$ cat config.mk
export PLATFORM = sky130hd
export DESIGN_NAME = mem_dma
export DESIGN_NICKNAME = d
export VERILOG_FILES = /design/src/rtl/mem_dma.sv
export SDC_FILE = /design/constraint.sdc
export NUM_CORES = 1
export LEC_CHECK = 0
export ABC_AREA = 0
export CORE_ASPECT_RATIO = 0.7
export CORE_UTILIZATION = 29
export CTS_BUF_LIST = sky130_fd_sc_hd__clkbuf_4
export CTS_CLUSTER_DIAMETER = 60
export DETAILED_ROUTE_END_ITERATION = 16
export PLACE_DENSITY = 0.63
export SETUP_SLACK_MARGIN = 0.02
export SLEW_MARGIN = 10
export SYNTH_ARGS = -nofsm -noshare
export SYNTH_HDL_FRONTEND = slang
export SYNTH_SLANG_ARGS = --single-unit
$ cat constraint.sdc
create_clock -name clk -period 4.5 [get_ports clk]
set_input_delay 0.9 -clock clk [delete_from_list [all_inputs] [get_ports clk]]
set_output_delay 0.9 -clock clk [all_outputs]
set_load 0.01 [all_outputs]
$ cat src/rtl/mem_dma.sv
// Byte-wise block copy engine driving a single-port data memory (comb read, sync write).
// Optional fill mode (constant pattern written to dst range) enabled by defining MEM_DMA_FILL_EN.
module mem_dma #(
  parameter int ADDR_W = 8,
  parameter int DATA_W = 8
) (
  input  logic              clk,
  input  logic              rst_n,
  input  logic              start,
  input  logic [ADDR_W-1:0] src,
  input  logic [ADDR_W-1:0] dst,
  input  logic [7:0]        len,
  output logic              busy,
  output logic              done,
  output logic              mem_write,
  output logic [ADDR_W-1:0] mem_addr,
  output logic [DATA_W-1:0] mem_din,
  input  logic [DATA_W-1:0] mem_dout
`ifdef MEM_DMA_FILL_EN
  ,
  input  logic              fill,
  input  logic [DATA_W-1:0] pattern
`endif
);

  typedef enum logic [1:0] {
    IDLE = 2'd0,
    RD   = 2'd1,
    WR   = 2'd2,
    DONE = 2'd3
  } state_t;

  state_t            state, state_nx;
  logic [ADDR_W-1:0] src_ptr, dst_ptr;
  logic [7:0]        cnt;
  logic [DATA_W-1:0] data_q;
  logic              fill_mode;
  logic [DATA_W-1:0] wr_data;

`ifdef MEM_DMA_FILL_EN
  logic              fill_q;
  logic [DATA_W-1:0] pattern_q;

  always_ff @(posedge clk) begin
    if (!rst_n) begin
      fill_q    <= 1'b0;
      pattern_q <= '0;
    end else if (state == IDLE && start) begin
      fill_q    <= fill;
      pattern_q <= pattern;
    end
  end

  assign fill_mode = fill_q;
  assign wr_data   = fill_q ? pattern_q : data_q;
`else
  assign fill_mode = 1'b0;
  assign wr_data   = data_q;
`endif

  always_ff @(posedge clk) begin
    if (!rst_n) begin
      state   <= IDLE;
      src_ptr <= '0;
      dst_ptr <= '0;
      cnt     <= '0;
      data_q  <= '0;
    end else begin
      state <= state_nx;
      case (state)
        IDLE: begin
          if (start) begin
            src_ptr <= src;
            dst_ptr <= dst;
            cnt     <= len;
          end
        end
        RD: data_q <= mem_dout;
        WR: begin
          src_ptr <= src_ptr + 1'b1;
          dst_ptr <= dst_ptr + 1'b1;
          cnt     <= cnt - 8'd1;
        end
        default: ;
      endcase
    end
  end

  always_comb begin
    state_nx  = state;
    busy      = 1'b0;
    done      = 1'b0;
    mem_write = 1'b0;
    mem_addr  = '0;
    mem_din   = '0;
    case (state)
      IDLE: begin
        if (start) begin
          if (len == 8'd0) begin
            state_nx = DONE;
          end else begin
`ifdef MEM_DMA_FILL_EN
            state_nx = fill ? WR : RD;
`else
            state_nx = RD;
`endif
          end
        end
      end
      RD: begin
        busy     = 1'b1;
        mem_addr = src_ptr;
        state_nx = WR;
      end
      WR: begin
        busy      = 1'b1;
        // Gated by rst_n so a reset landing on a WR cycle suppresses its write.
        mem_write = rst_n;
        mem_addr  = dst_ptr;
        mem_din   = wr_data;
        if (cnt == 8'd1) begin
          state_nx = DONE;
        end else begin
          state_nx = fill_mode ? WR : RD;
        end
      end
      DONE: begin
        done     = 1'b1;
        state_nx = IDLE;
      end
      default: state_nx = IDLE;
    endcase
  end

endmodule

---- Yosys cells after proc, flatten, opt, wreduce, memory -nomap -nowiden ----
Index checks and enable logic that the tools add are counted.
storage, ports and cells
  register bits after elaboration ......... 34
  input bits .............................. 35
  output and inout bits ................... 19
cells by class
  $add $sub $neg .......................... 3
  equality and inequality tests ........... 5
  mux-type cells .......................... 15
  reductions and logical operators ........ 5
operators by type and width
  operator                                           count
  case mux 8 bit (2 select lines)                    4
  two-way mux 8 bit                                  4
  adder 8 x 1 -> 8 bit (second input constant)       2
  == test 8 x 1 -> 1 bit (second input constant)     1
  logical NOT 8 bit                                  1
  case mux 2 bit (4 select lines)                    1
  subtractor 8 x 1 -> 8 bit (second input constant)  1
  two-way mux 2 bit                                  3
  == test 2 bit (second input constant)              2
  two-way mux 1 bit                                  3
  == test 2 x 1 -> 1 bit (second input constant)     1
  logical NOT 2 bit                                  1
  inequality test 2 bit (second input constant)      1
  AND reduction 2 bit                                1
  nonzero test 2 bit                                 1
  OR reduction 2 bit                                 1

---- Longest topological paths before layout ----
Gate-level depths: netlist (run 1).
  word-level depth ........................ 4
  gate-level depth with buffers ........... 7

---- Worst setup path after synthesis (run 1) ----
No wires, ideal clock.
  kind .................................... input-to-output
  start ................................... input port rst_n
  end ..................................... output port mem_write
  arrival time ............................ 1.641 ns
  required time ........................... 3.600 ns
  path slack .............................. 1.959 ns
  stages on the path ...................... 4
  path buffers ............................ 2
  cells stage by stage .................... clkbuf_1 -> inv_1 -> clkbuf_1 -> nor2_1
between the ends
  word-level cells in the longest chain between the ends .. 1
RTL lines
  item                line  source
  start: declaration  8     input logic rst_n,
  two-way mux 1 bit   96    case (state)
  end: declaration    15    output logic mem_write,
No other way between the ends.

---- Worst setup path after layout (run 1) ----
  start ................................... register state[1]
  end ..................................... output port mem_addr[4]
between the ends
  word-level cells in the longest chain between the ends .. 2
  elaborated cells between the ends (all ways) .. 3
  those cells by class .................... 2 x eq/ne; 1 x mux
RTL lines
  item                                                            line  source
  start: declaration                                              33    state_t state, state_nx;
  start signal: assignment                                        69    state <= state_nx;
  == test 2 bit / == test 2 x 1 -> 1 bit (equally long branches)  96
  case mux 8 bit (2 select lines) *                               96
  end: declaration                                                16    output logic [ADDR_W-1:0] mem_addr,
Every way passes the cells marked *; elsewhere a longest branch is shown, timed or not.

==> summary.md, run 1 <==
| Metric | Value |
|---|---|
| Setup TNS | `0 ps` |
| Share of cells above drive strength 1 | `between 6 and 7%` |
| Post-Synthesis Cells | `257` |
| Remaining DRCs | `0` |
| Cell with the most instances after synthesis | `dfxtp_1` |
| Mean Syn Cell Area | `just over 8 um2` |
| # clock sinks | `34` |
| Total number of vias | `~2100` |
| ANT nets after route | `0` |
| Setup crit start kind | `flip-flop` |
| Power Density | `around 550 mW/mm2` |
| Drt first pass iters | `4` |
| Tcrit/Tclk final | `approximately 75%` |
| Initial DRC count | `approximately 160` |
| Top post-synthesis cells by count | `dfxtp_1, nor2b_1, nor2_1` |
| Vias in the first global route | `slightly below 2000` |
| Dpl hpwl | `about 4300 um` |
| GR Util All Layers | `between 10% and 20%` |
| Clock transition at the registers of the reported paths | `approximately 110 ps` |
| Routed WL | `roughly 6100 um` |
| Setup ws final | `approximately 1100 ps` |
| Clock root buffer | `clkbuf_4` |
| Antenna Cells | `0` |
| Core area | `roughly 0.0069 mm2` |
| Placer congestion estimate | `~0.87` |
| RSZ-0062 raised after global routing | `false` |
| Die X-Extent | `104 um` |
| Async SR Flop Fraction | `0%` |
| Final hold violations | `0` |
| Fin crit period | `between 3000 and 4000 ps` |
| Synth top area share | `between 30% and 40%` |
| Hold Buf Count CTS | `0` |
| H-tree depth | `2` |
| Seq cells post-synth | `34` |
| Area Growth Syn to Fin | `30.8%` |
| Post-synth top area cell | `dfxtp_1` |
| Fin util | `between 40% and 50%` |
| Post-synthesis net count | `300` |
| Post-synth top flop | `dfxtp_1` |
| Die H | `around 74 um` |
| Worst VDD drop | `251 uV` |
| Worst-path fanout max | `17` |
| Leak | `about 0.97 nW` |
| Cell Area, Synth | `0.00212 mm2` |
| Dpl ws | `1260 ps` |
| IO buf count | `53` |
| Crit Path Class | `reg2out` |
| DR vias/cell | `about 5.3` |
| Fmax achieved | `slightly below 300 MHz` |
| Worst-Skew Late Latency | `about 340 ps` |
| Total CTS buffers | `5` |
| Initial antenna violation count | `0` |
| Max Cap Viol | `0` |
| PostCTS Resize Cnt | `0` |
| Final Net Count | `roughly 350` |
| Grt ovf | `0` |
| Post-CTS setup buffer count | `0` |
| Post-Route Skew | `between 10 and 15 ps` |
| Status | `complete, no violations` |
| Worst Max-Slew Pin Slew | `~870 ps` |
| First-pass GRT wire length | `roughly 9900 um` |
| Number of synthesized flops with an enable pin | `0` |
| Num rows | `25` |
| CTS tree | `yes` |
| Die area | `about 0.0077 mm2` |
| Initial core utilization | `between 30 and 40%` |
| Slew headroom | `around 42%` |
| Longest Clk Path Bufs | `2` |
| Pin count of the biggest net entering global routing | `32` |
| Post-synthesis sequential area ratio | `between 30% and 40%` |
| WL/cell | `15.3 um` |
| Setup Viol. Count Final | `0` |
| Yosys warns | `0` |
| I/O pins | `between 50 and 60` |
| Max-slew violations | `0` |
| Top cells by area, synth | `dfxtp_1, nor2b_1, ha_1` |
| Arrival time at the worst endpoint | `~2500 ps` |
| Critical Path RT | `~3600 ps` |
| Tot Pwr | `1.53 mW` |
| Hold crit path type | `reg2reg` |
| Post-synthesis cell type count | `50` |
| Worst-case hold slack | `496 ps` |
| Setup crit end kind | `primary output` |
==> worst max-delay path: stages, from the launching register on <==
cell	delay, ps
dfxtp_1	360
inv_1	80
ha_1	720
a22oi_1	220
nor2b_1	180
clkdlybuf4s50_1	560
==> through the flow <==
step	cells	area (um2)
global route	398	2780
CTS	398	2780
global placement	390	2720
finish	398	2780
floorplan	257	2120
detailed placement	390	2720
==> cells in the final DEF (no fill, tap or decap), types with 2 or more instances in the layout <==
master,netlist,layout
inv_1,8,8
buf_4,0,5
a311oi_1,5,5
nor3_1,3,3
mux2i_1,10,10
a21oi_1,16,16
ha_1,8,7
o22ai_1,5,5
and3_1,2,2
nand2_1,12,12
nor2b_1,20,20
or2_2,2,2
a41o_1,2,2
o211ai_1,5,5
nand4_1,2,2
dfxtp_1,34,34
nand3_1,11,11
and2_1,8,8
mux2_2,2,2
o31a_1,2,2
nand4b_1,2,2
clkbuf_4,0,5
and3b_1,4,4
nor4_1,3,3
a31oi_1,3,3
o21ai_0,10,10
nor2_1,17,17
a22oi_1,10,10
clkdlybuf4s50_1,0,53
nand2b_1,4,4
a211oi_1,8,8
and4_1,2,2
==> per-layer routing <==
layer	GRT usage [%]	vias to the layer above	wire [um]
li1	-	1046	-
met1	23.5	970	3110
met2	24.9	94	2510
met3	3.64	5	425
met4	3.81	0	27
met5	0	-	0
==> worst paths after layout <==
kind              startpoint          end  slack, ps  cells after the start
setup reg to reg    state[0]   src_ptr[7]       2250                      7
setup / recovery    state[1]  mem_addr[4]       1130                      5
hold reg to reg    data_q[5]    data_q[5]        500                      2
hold / removal     data_q[5]    data_q[5]        500                      2
==> flip-flops by register name (all words and copies together) (netlist names) <==
signal,flops
dst_ptr,8
data_q,8
src_ptr,8
state,2
cnt,8
==> cell families after synthesis <==
logic type | count (synthesis) | synth area share [%]
compound gates | 77 | 25.0
fa+ha+maj | 8 | 4.72
buf+inv | 27 | 5.60
flops | 34 | 32.1
mux | 13 | 6.43
simple gates | 98 | 26.2
==> cell type report <==
class | instances | area (um2)
fill | 686 | 4140
timing repair buffer | 58 | 568
clock inverter | 3 | 16.3
sequential | 34 | 681
inverter | 8 | 30.0
tap | 94 | 118
multi-input combinational | 196 | 1330
clock buffer | 5 | 37.5
==> power by group <==
group          internal [mW]  switching (mW)
Combinational          0.369           0.457
Sequential             0.410           0.130
Clock                 0.0581           0.107
Total                  0.836           0.694
(Power assumes the default switching activity.)
==> run 2, diff against run 1 <==
- clock period: 4.5 -> 3.1 ns (I/O delays scaled with it)
==> run 2 against run 1 <==
- total power rose by 48%
- critical path depth did not move
- utilization rose by 0.33 points
- hold slack got worse by 6.3 ps
- sequential power rose by 45%
- routed wire length rose by 1.4%
- via count rose by 0.24%
- setup slack got worse by 940 ps
- clock power rose by 51%
- critical endpoint is now mem_din[1]
- largest cell class unchanged
- largest power group unchanged
==> summary.md, run 2 (same netlist as run 1, synthesis figures left out) <==
| Metric | Value |
|---|---|
| Tot Pwr | `2.26 mW (was 1.53 mW)` |
| Max Cap Viol | `0 (unchanged)` |
| Post-Layout Inst Area | `0.00280 mm2 (was 0.00278 mm2)` |
| Clock transition at the registers of the reported paths | `110 ps (about the same)` |
| Setup crit start kind | `flip-flop (unchanged)` |
| Slew headroom | `53.5% (was 42.2%)` |
| Vias in the first global route | `1984 (was 1927)` |
| Max-slew violations | `0 (unchanged)` |
| Hold crit path type | `reg2reg (unchanged)` |
| Fin util | `40.5% (was 40.1%)` |
| Setup TNS | `0 ps (unchanged)` |
| Worst-path fanout max | `33 (was 17)` |
| Dpl hpwl | `4370 um (was 4250 um)` |
| Longest Clk Path Bufs | `2 (unchanged)` |
| Antenna Cells | `0 (unchanged)` |
| Post-Route Skew | `9.07 ps (was 13.8 ps)` |
| Setup crit end kind | `primary output (unchanged)` |
| Setup Viol. Count Final | `0 (unchanged)` |
| Grt ovf | `0 (unchanged)` |
| Initial antenna violation count | `0 (unchanged)` |
| Status | `complete, no violations (unchanged)` |
| CP Cell Sequence | `inv_1 > ha_2 > buf_4 > and2_1 > clkdlybuf4s50_1 (was inv_1 > ha_1 > a22oi_1 > nor2b_1 > clkdlybuf4s50_1)` |
| Placer congestion estimate | `0.827 (was 0.873)` |
| Most frequent cells in the layout | `clkdlybuf4s50_1, dfxtp_1, nor2b_1, nor2_1, a21oi_1 (unchanged)` |
| Core area | `0.00691 mm2 (unchanged)` |
| Placed cells | `393 (was 390)` |
| Num rows | `25 (unchanged)` |
| Power Density | `808 mW/mm2 (was 552 mW/mm2)` |
| Worst Max-Slew Pin Slew | `692 ps (was 867 ps)` |
| Dpl ws | `579 ps (was 1260 ps)` |
| Finished Layout Cells | `401 (was 398)` |
| Hold Buf Count CTS | `0 (unchanged)` |
| Arrival time at the worst endpoint | `2280 ps (was 2470 ps)` |
| H-tree depth | `2 (unchanged)` |
| # clock sinks | `34 (unchanged)` |
| Total number of vias | `2120 (was 2115)` |
| Worst VDD drop | `238 uV (was 251 uV)` |
| Post-CTS setup buffer count | `0 (unchanged)` |
| Fin crit period | `2900 ps` |
| RSZ-0062 raised after global routing | `false (unchanged)` |
| Worst-Skew Late Latency | `350 ps (was 340 ps)` |
| Die H | `73.6 um (unchanged)` |
| IO buf count | `53 (unchanged)` |
| Setup ws final | `196 ps (was 1130 ps)` |
| DR vias/cell | `5.29 (was 5.31)` |
| CP peak stage delay | `560 ps (was 720 ps)` |
| First-pass GRT wire length | `9930 um (was 9870 um)` |
| Remaining DRCs | `0 (unchanged)` |
| I/O pins | `54 (unchanged)` |
| Die X-Extent | `104 um (unchanged)` |
| ANT nets after route | `0 (unchanged)` |
| # fillers | `715 (was 686)` |
| Crit Path Class | `reg2out (unchanged)` |
| Area Growth Syn to Fin | `31.8% (was 30.8%)` |
| Final Net Count | `349 (was 346)` |
| GR Util All Layers | `16.5% (was 16.4%)` |
| Fmax achieved | `between 300 and 400 MHz` |
| Final hold violations | `0 (unchanged)` |
| Initial core utilization | `30.7% (unchanged)` |
| Total CTS buffers | `5 (unchanged)` |
| WL/cell | `15.4 um (was 15.3 um)` |
| CTS tree | `yes (unchanged)` |
| Routed WL | `6160 um (was 6080 um)` |
| Tcrit/Tclk final | `between 90% and 100%` |
| Leak | `0.985 nW (was 0.965 nW)` |
| Drt first pass iters | `4 (unchanged)` |
| Clock root buffer | `clkbuf_4 (unchanged)` |
| Storage cell area | `681 um2 (unchanged)` |
| Share of cells above drive strength 1 | `7.49% (was 6.58%)` |
| Slowest-stage cell, CP | `ha_2 (was ha_1)` |
| Initial DRC count | `116 (was 161)` |
| Footprint of the multi-input gates | `0.00133 mm2 (unchanged)` |
| Die area | `0.00767 mm2 (unchanged)` |
| Pin count of the biggest net entering global routing | `34 (was 32)` |
| PostCTS Resize Cnt | `0 (unchanged)` |
| Worst-case hold slack | `489 ps (was 496 ps)` |
| Critical Path RT | `2480 ps (was 3600 ps)` |
| Most common cell after layout, fill and taps aside | `clkdlybuf4s50_1 (unchanged)` |
| Area after DPL | `0.00274 mm2 (was 0.00272 mm2)` |
==> run 2: cell count changes in the layout (fill, tap and decap cells not counted), sizes merged <==
cell / previous run / this run
clkinvlp: 1 / 0
buf: 5 / 8
clkbuf: 5 / 6
==> run 2: critical path: cells and delay by family (launching register included) <==
kind	cells	cell delay, ps
AND/OR/NAND/NOR	1	130
flip-flops	1	360
adder cells (fa/ha/maj)	1	560
buffers and inverters	3	880
==> run 2: worst paths after layout <==
check,startpoint,endpoint,slack (ps),cells after the start
worst min register to register,data_q[5],data_q[5],490,2
worst min-delay path,data_q[5],data_q[5],490,2
worst max register to register,state[0],cnt[5],560,6
worst max-delay path,state[0],mem_din[1],200,5
==> run 2: power by group <==
part / internal (mW) / leakage, nW / switching [mW]
Clock: 0.0939 / 0.0331 / 0.155
Sequential: 0.595 / 0.280 / 0.188
Combinational: 0.555 / 0.672 / 0.674
Total: 1.24 / 0.985 / 1.02
==> run 2: area by class of cell <==
| type | instances | share of cell area, % |
|---|---|---|
| Multi-Input combinational cell | 196 | 47.4 |
| Sequential cell | 34 | 24.3 |
| Timing Repair Buffer | 61 | 21.1 |
| Tap cell | 94 | 4.20 |
| Clock buffer | 6 | 1.61 |
| Inverter | 8 | 1.07 |
| Clock inverter | 2 | 0.313 |
==> run 2: metal layers <==
metal	up-vias	wire, um	share of wire (%)	global-route usage (%)
li1	1057	-	-	-
met1	974	3130	51	23.6
met2	83	2520	41	24.8
met3	6	474	7.7	3.64
met4	0	41	0.67	4.92
met5	-	0	0	0
